[src/rtl/serial_add_ctrl_if.sv]
// Operand/result handshake bundle for serial_add_ctrl.
// master = requester/consumer side, slave = the adder sequencer.
interface serial_add_ctrl_if #(
    parameter int unsigned WIDTH = 8
);
    logic             in_valid;
    logic             in_ready;
    logic [WIDTH-1:0] a;
    logic [WIDTH-1:0] b;
    logic             sub;
    logic             out_valid;
    logic             out_ready;
    logic [WIDTH-1:0] sum;
    logic             carry_out;
    logic             overflow;
    logic             busy;

    modport master (
        output in_valid, a, b, sub, out_ready,
        input  in_ready, out_valid, sum, carry_out, overflow, busy
    );

    modport slave (
        input  in_valid, a, b, sub, out_ready,
        output in_ready, out_valid, sum, carry_out, overflow, busy
    );
endinterface

[src/rtl/serial_add_ctrl.sv]
// Bit-serial add/subtract engine: one shared full adder, one bit per clock, LSB first,
// with valid/ready handshakes on operand entry and result exit.
module serial_add_ctrl #(
    parameter int unsigned WIDTH = 8
) (
    input logic              clk,
    input logic              rst_n,
    serial_add_ctrl_if.slave io
);
    localparam int unsigned CNT_W = (WIDTH > 1) ? $clog2(WIDTH) : 1;

    typedef enum logic [1:0] {
        IDLE,
        RUN,
        DONE
    } state_t;

    state_t           state;
    state_t           state_nx;
    logic [CNT_W-1:0] cnt;
    logic [WIDTH-1:0] a_sh;
    logic [WIDTH-1:0] b_sh;
    logic [WIDTH-1:0] res;
    logic [WIDTH-1:0] res_nx;
    logic [WIDTH-1:0] sum_q;
    logic             carry;
    logic             carry_out_q;
    logic             overflow_q;
    logic             accept;
    logic             msb_cycle;
    logic             fa_a;
    logic             fa_b;
    logic             fa_s;
    logic             fa_co;

    // The single full adder shared by every bit position.
    always_comb begin
        fa_a  = a_sh[0];
        fa_b  = b_sh[0];
        fa_s  = fa_a ^ fa_b ^ carry;
        fa_co = (fa_a & fa_b) | (carry & (fa_a ^ fa_b));
    end

    assign res_nx    = {fa_s, res[WIDTH-1:1]};
    assign msb_cycle = (cnt == CNT_W'(WIDTH - 1));

    always_comb begin
        state_nx     = state;
        accept       = 1'b0;
        io.in_ready  = 1'b0;
        io.out_valid = 1'b0;
        io.busy      = 1'b0;
        unique case (state)
            IDLE: begin
                io.in_ready = 1'b1;
                accept      = io.in_valid;
                if (io.in_valid) state_nx = RUN;
            end
            RUN: begin
                io.busy = 1'b1;
                if (msb_cycle) state_nx = DONE;
            end
            DONE: begin
                io.out_valid = 1'b1;
                if (io.out_ready) state_nx = IDLE;
            end
            default: state_nx = IDLE;
        endcase
    end

    always_ff @(posedge clk or negedge rst_n) begin
        if (!rst_n) state <= IDLE;
        else        state <= state_nx;
    end

    // Subtraction is a + ~b + 1: the +1 enters as the initial carry.
    always_ff @(posedge clk or negedge rst_n) begin
        if (!rst_n) begin
            a_sh        <= '0;
            b_sh        <= '0;
            res         <= '0;
            carry       <= 1'b0;
            cnt         <= '0;
            sum_q       <= '0;
            carry_out_q <= 1'b0;
            overflow_q  <= 1'b0;
        end else begin
            if (accept) begin
                a_sh  <= io.a;
                b_sh  <= io.sub ? ~io.b : io.b;
                carry <= io.sub;
                cnt   <= '0;
            end else if (state == RUN) begin
                a_sh  <= a_sh >> 1;
                b_sh  <= b_sh >> 1;
                res   <= res_nx;
                carry <= fa_co;
                cnt   <= cnt + CNT_W'(1);
                if (msb_cycle) begin
                    sum_q       <= res_nx;
                    carry_out_q <= fa_co;
                    overflow_q  <= carry ^ fa_co;
                end
            end
        end
    end

    assign io.sum       = sum_q;
    assign io.carry_out = carry_out_q;
    assign io.overflow  = overflow_q;
endmodule
[src/flat_wrapper.sv]
// flat-port wrapper written by rule: the top's interface ports become plain ports
module serial_add_ctrl_flat 
#(
    parameter int unsigned WIDTH = 8
)
  (clk, rst_n, io_in_valid, io_a, io_b, io_sub, io_out_ready, io_in_ready, io_out_valid, io_sum, io_carry_out, io_overflow, io_busy);
  serial_add_ctrl_if #(.WIDTH(WIDTH)) io_i ();
  input logic clk;
  input logic rst_n;
  input wire logic [$bits(io_i.in_valid)-1:0] io_in_valid;
  input wire logic [$bits(io_i.a)-1:0] io_a;
  input wire logic [$bits(io_i.b)-1:0] io_b;
  input wire logic [$bits(io_i.sub)-1:0] io_sub;
  input wire logic [$bits(io_i.out_ready)-1:0] io_out_ready;
  output wire logic [$bits(io_i.in_ready)-1:0] io_in_ready;
  output wire logic [$bits(io_i.out_valid)-1:0] io_out_valid;
  output wire logic [$bits(io_i.sum)-1:0] io_sum;
  output wire logic [$bits(io_i.carry_out)-1:0] io_carry_out;
  output wire logic [$bits(io_i.overflow)-1:0] io_overflow;
  output wire logic [$bits(io_i.busy)-1:0] io_busy;
  assign io_i.in_valid = io_in_valid;
  assign io_i.a = io_a;
  assign io_i.b = io_b;
  assign io_i.sub = io_sub;
  assign io_i.out_ready = io_out_ready;
  assign io_in_ready = io_i.in_ready;
  assign io_out_valid = io_i.out_valid;
  assign io_sum = io_i.sum;
  assign io_carry_out = io_i.carry_out;
  assign io_overflow = io_i.overflow;
  assign io_busy = io_i.busy;
  serial_add_ctrl #(.WIDTH(WIDTH)) u_core (.clk(clk), .rst_n(rst_n), .io(io_i));
endmodule
[config.mk]
export PLATFORM = sky130hd
export DESIGN_NAME = serial_add_ctrl_flat
export DESIGN_NICKNAME = d
export VERILOG_FILES = /design/src/rtl/serial_add_ctrl_if.sv /design/src/rtl/serial_add_ctrl.sv /design/src/flat_wrapper.sv
export SDC_FILE = /design/constraint.sdc
export NUM_CORES = 1
export LEC_CHECK = 0
export BUFFER_PORTS_ARGS = -buffer_cell sky130_fd_sc_hd__buf_2
export CAP_MARGIN = 20
export CORE_ASPECT_RATIO = 0.75
export CORE_MARGIN = 5
export CORE_UTILIZATION = 58
export CTS_CLUSTER_DIAMETER = 50
export CTS_CLUSTER_SIZE = 12
export DETAILED_ROUTE_END_ITERATION = 7
export GPL_ROUTABILITY_DRIVEN = 0
export PLACE_DENSITY_LB_ADDON = 0.15
export SLEW_MARGIN = 0
export SYNTH_ARGS = -nofsm -noshare
export SYNTH_HDL_FRONTEND = slang
export SYNTH_SLANG_ARGS = --single-unit
[constraint.sdc]
create_clock -name clk -period 4.2 [get_ports clk]
set_input_delay 0.42 -clock clk [delete_from_list [all_inputs] [get_ports clk]]
set_output_delay 0.42 -clock clk [all_outputs]
set_load 0.1 [all_outputs]
==> results.sh <==
export IMPL_nNetsFinal=228
export IMPL_synth_distinct_cells=22
export IMPL_grt_max_degree=40
export IMPL_worstHoldPathType="input pin to asynchronous set/reset pin"
export IMPL_yosys_warnings=0
export IMPL_cts_sinks=39
export IMPL_drive_above_1_share=0.236
export IMPL_slowest_delay_ns=0.66
export IMPL_vias=1264
export IMPL_clk_path_buf_depth=2
export IMPL_die_area_um2=4200
export IMPL_cap_violations=0
export IMPL_n_antenna_cell=0
export IMPL_grt_pass1_wl_mm=5.73
export IMPL_clk_pin_slew_ns=0.07
export IMPL_rsz0062_at_grt="no"
export IMPL_cts_hold_buffers=0
export IMPL_synth_area_um2=1740
export IMPL_clk_latency_ns=0.29
export IMPL_core_area_um2=2910
export IMPL_ys_seq_elements=39
export IMPL_cts_buffers=5
export IMPL_fin_crit_sh=0.693
export IMPL_finalHoldViolCount=0
export IMPL_layout_min_cycle_time_ns=2.91
export IMPL_cp_cell_sequence="nand2b_1, inv_2, buf_2"
export IMPL_avgSynthCellArea_um2=9.92
export IMPL_setup_viol=0
export IMPL_syn_nets=199
export IMPL_finClkSkew_ns=0.00632
export IMPL_path_class="flop to output port"
export IMPL_drt_initial_drc_count=49
export IMPL_yosysTopAreaCellShare=0.562
export IMPL_ctsResizeCount=0
export IMPL_worst_path_max_delay_cell="nand2b_1"
export IMPL_synth_area_leader_cell="dfrtp_1"
export IMPL_via_per_inst=5.24
export IMPL_dr_pass1_iters=4
export IMPL_initial_core_util=0.596
export IMPL_die_x_um=73.2
export IMPL_cp_max_fo=30
export IMPL_tritoncts="built"
export IMPL_num_io_pins=34
export IMPL_grt_pass1_vias=1271
export IMPL_area_growth_pct=12.3
export IMPL_tightest_slew_ns=1.07
export IMPL_cts_htree_levels=2
export IMPL_die_h_um=57.4
export IMPL_setup_tns_ns=0
export IMPL_routedWlPerCell_um=13.4
export IMPL_fmax_ghz=0.343
export IMPL_ys_seq_area_frac=0.562
export IMPL_r2r_slack_ns=2.03
export IMPL_num_rows=17
export IMPL_drc_errors=0
export IMPL_critPathArrivalTime_ns=2.49
export IMPL_postRouteWirelength_mm=3.22
export IMPL_gr_total_overflow=0
export IMPL_start_kind="flop"
export IMPL_slew_limit_headroom=0.289
export IMPL_crit_path_end_kind="output port"
export IMPL_final_max_slew_viol_count=0
export IMPL_status="finished clean"
export IMPL_cts_setup_buffers=0
export IMPL_most_common_layout_cells="nand2_1, dfrtp_1, buf_2"
export IMPL_postRouteAntennaNets=0
export IMPL_track_usage=0.182
export IMPL_cp_required_ns=3.78
export IMPL_hpwlAfterDp_mm=2.08
export IMPL_final_common_cell="nand2_1"
export IMPL_antenna_found_initial=0
export IMPL_portBuffers=33
export IMPL_synthCells=175
export IMPL_cts_root_buf="clkbuf_8"
export IMPL_synth_area_leaders="dfrtp_1, nand2_1, mux2_2"
==> worst max-delay path: cells and delay by family (launching register included) <==
| family | cells | cell delay (ns) |
|---|---|---|
| buffers and inverters | 2 | 1.12 |
| and+or+nand+nor | 1 | 0.66 |
| DFF | 1 | 0.42 |
==> metrics by stage <==
step                      hold slack [ns]  instance area [µm²]  instances  utilization  setup slack (ns)
after global placement              0.458                 1880        235        0.644              1.64
final                               0.229                 1950        241        0.669              1.29
after detailed placement            0.471                 1880        235        0.644              1.59
after floorplan                     0.124                 1740        175            -              2.09
after global routing                0.306                 1950        241        0.669              1.06
after CTS                           0.252                 1950        241        0.669              1.27
==> Yosys cell counts <==
cell type / number
buf_6: 3
nand3b_1: 1
nor3b_1: 1
nand2b_1: 2
ha_1: 2
fa_1: 1
a31oi_1: 13
inv_2: 1
nand3_1: 7
o21ai_1: 2
clkbuf_1: 2
o21ai_0: 3
inv_1: 1
xor2_1: 7
nor2_1: 14
xnor2_1: 2
or3b_1: 1
nand2_1: 56
mux2_2: 9
dfrtp_1: 39
buf_2: 6
a22oi_1: 2
==> cells by family (layout without fill, tap and decap cells) <==
group / after synthesis / in the layout / share of synthesized area
mux: 9 / 9 / 0.0584
fa+ha+maj: 3 / 3 / 0.0260
xor+xnor: 9 / 9 / 0.0454
simple gates: 82 / 82 / 0.193
flops: 39 / 39 / 0.562
compound gates: 20 / 20 / 0.0699
buf+inv: 13 / 41 / 0.0454
==> layout make-up <==
class	instances	area, µm²
fillers	238	965
repair buffers	33	165
well taps	38	47.5
inverters	2	7.51
multi-input cells	123	681
clock buffers	6	72.6
flip-flops and latches	39	976
==> flip-flops by register name, summed over array words and instances, names as in the netlist, 2 cells and up <==
| name | count |
|---|---|
| u_core.state | 2 |
| u_core.cnt | 3 |
| u_core.a_sh | 8 |
| u_core.b_sh | 8 |
| u_core.res | 7 |
| u_core.io.sum | 8 |
==> per-layer routing <==
layer / vias up / share of wire / GRT usage
li1: 626 / - / -
met4: 0 / 0.016 / 0.0632
met3: 8 / 0.059 / 0.0651
met2: 27 / 0.47 / 0.290
met1: 603 / 0.45 / 0.228
met5: - / 0 / 0
==> final timing paths <==
| path | startpoint | end | cells after the start |
|---|---|---|---|
| min reg2reg | u_core.cnt[0] | u_core.cnt[0] | 1 |
| min | rst_n | u_core.io.sum[3] | 1 |
| max reg2reg | u_core.state[1] | u_core.a_sh[0] | 4 |
| max | u_core.state[1] | io_busy | 3 |
| max in group asynchronous | rst_n | u_core.io.carry_out | 1 |
| min in group clk | io_out_ready | u_core.state[1] | 2 |
Power is left out: the tool's default activity adds up to more than one toggle a clock period on the data nets, which glitch-free logic cannot reach.
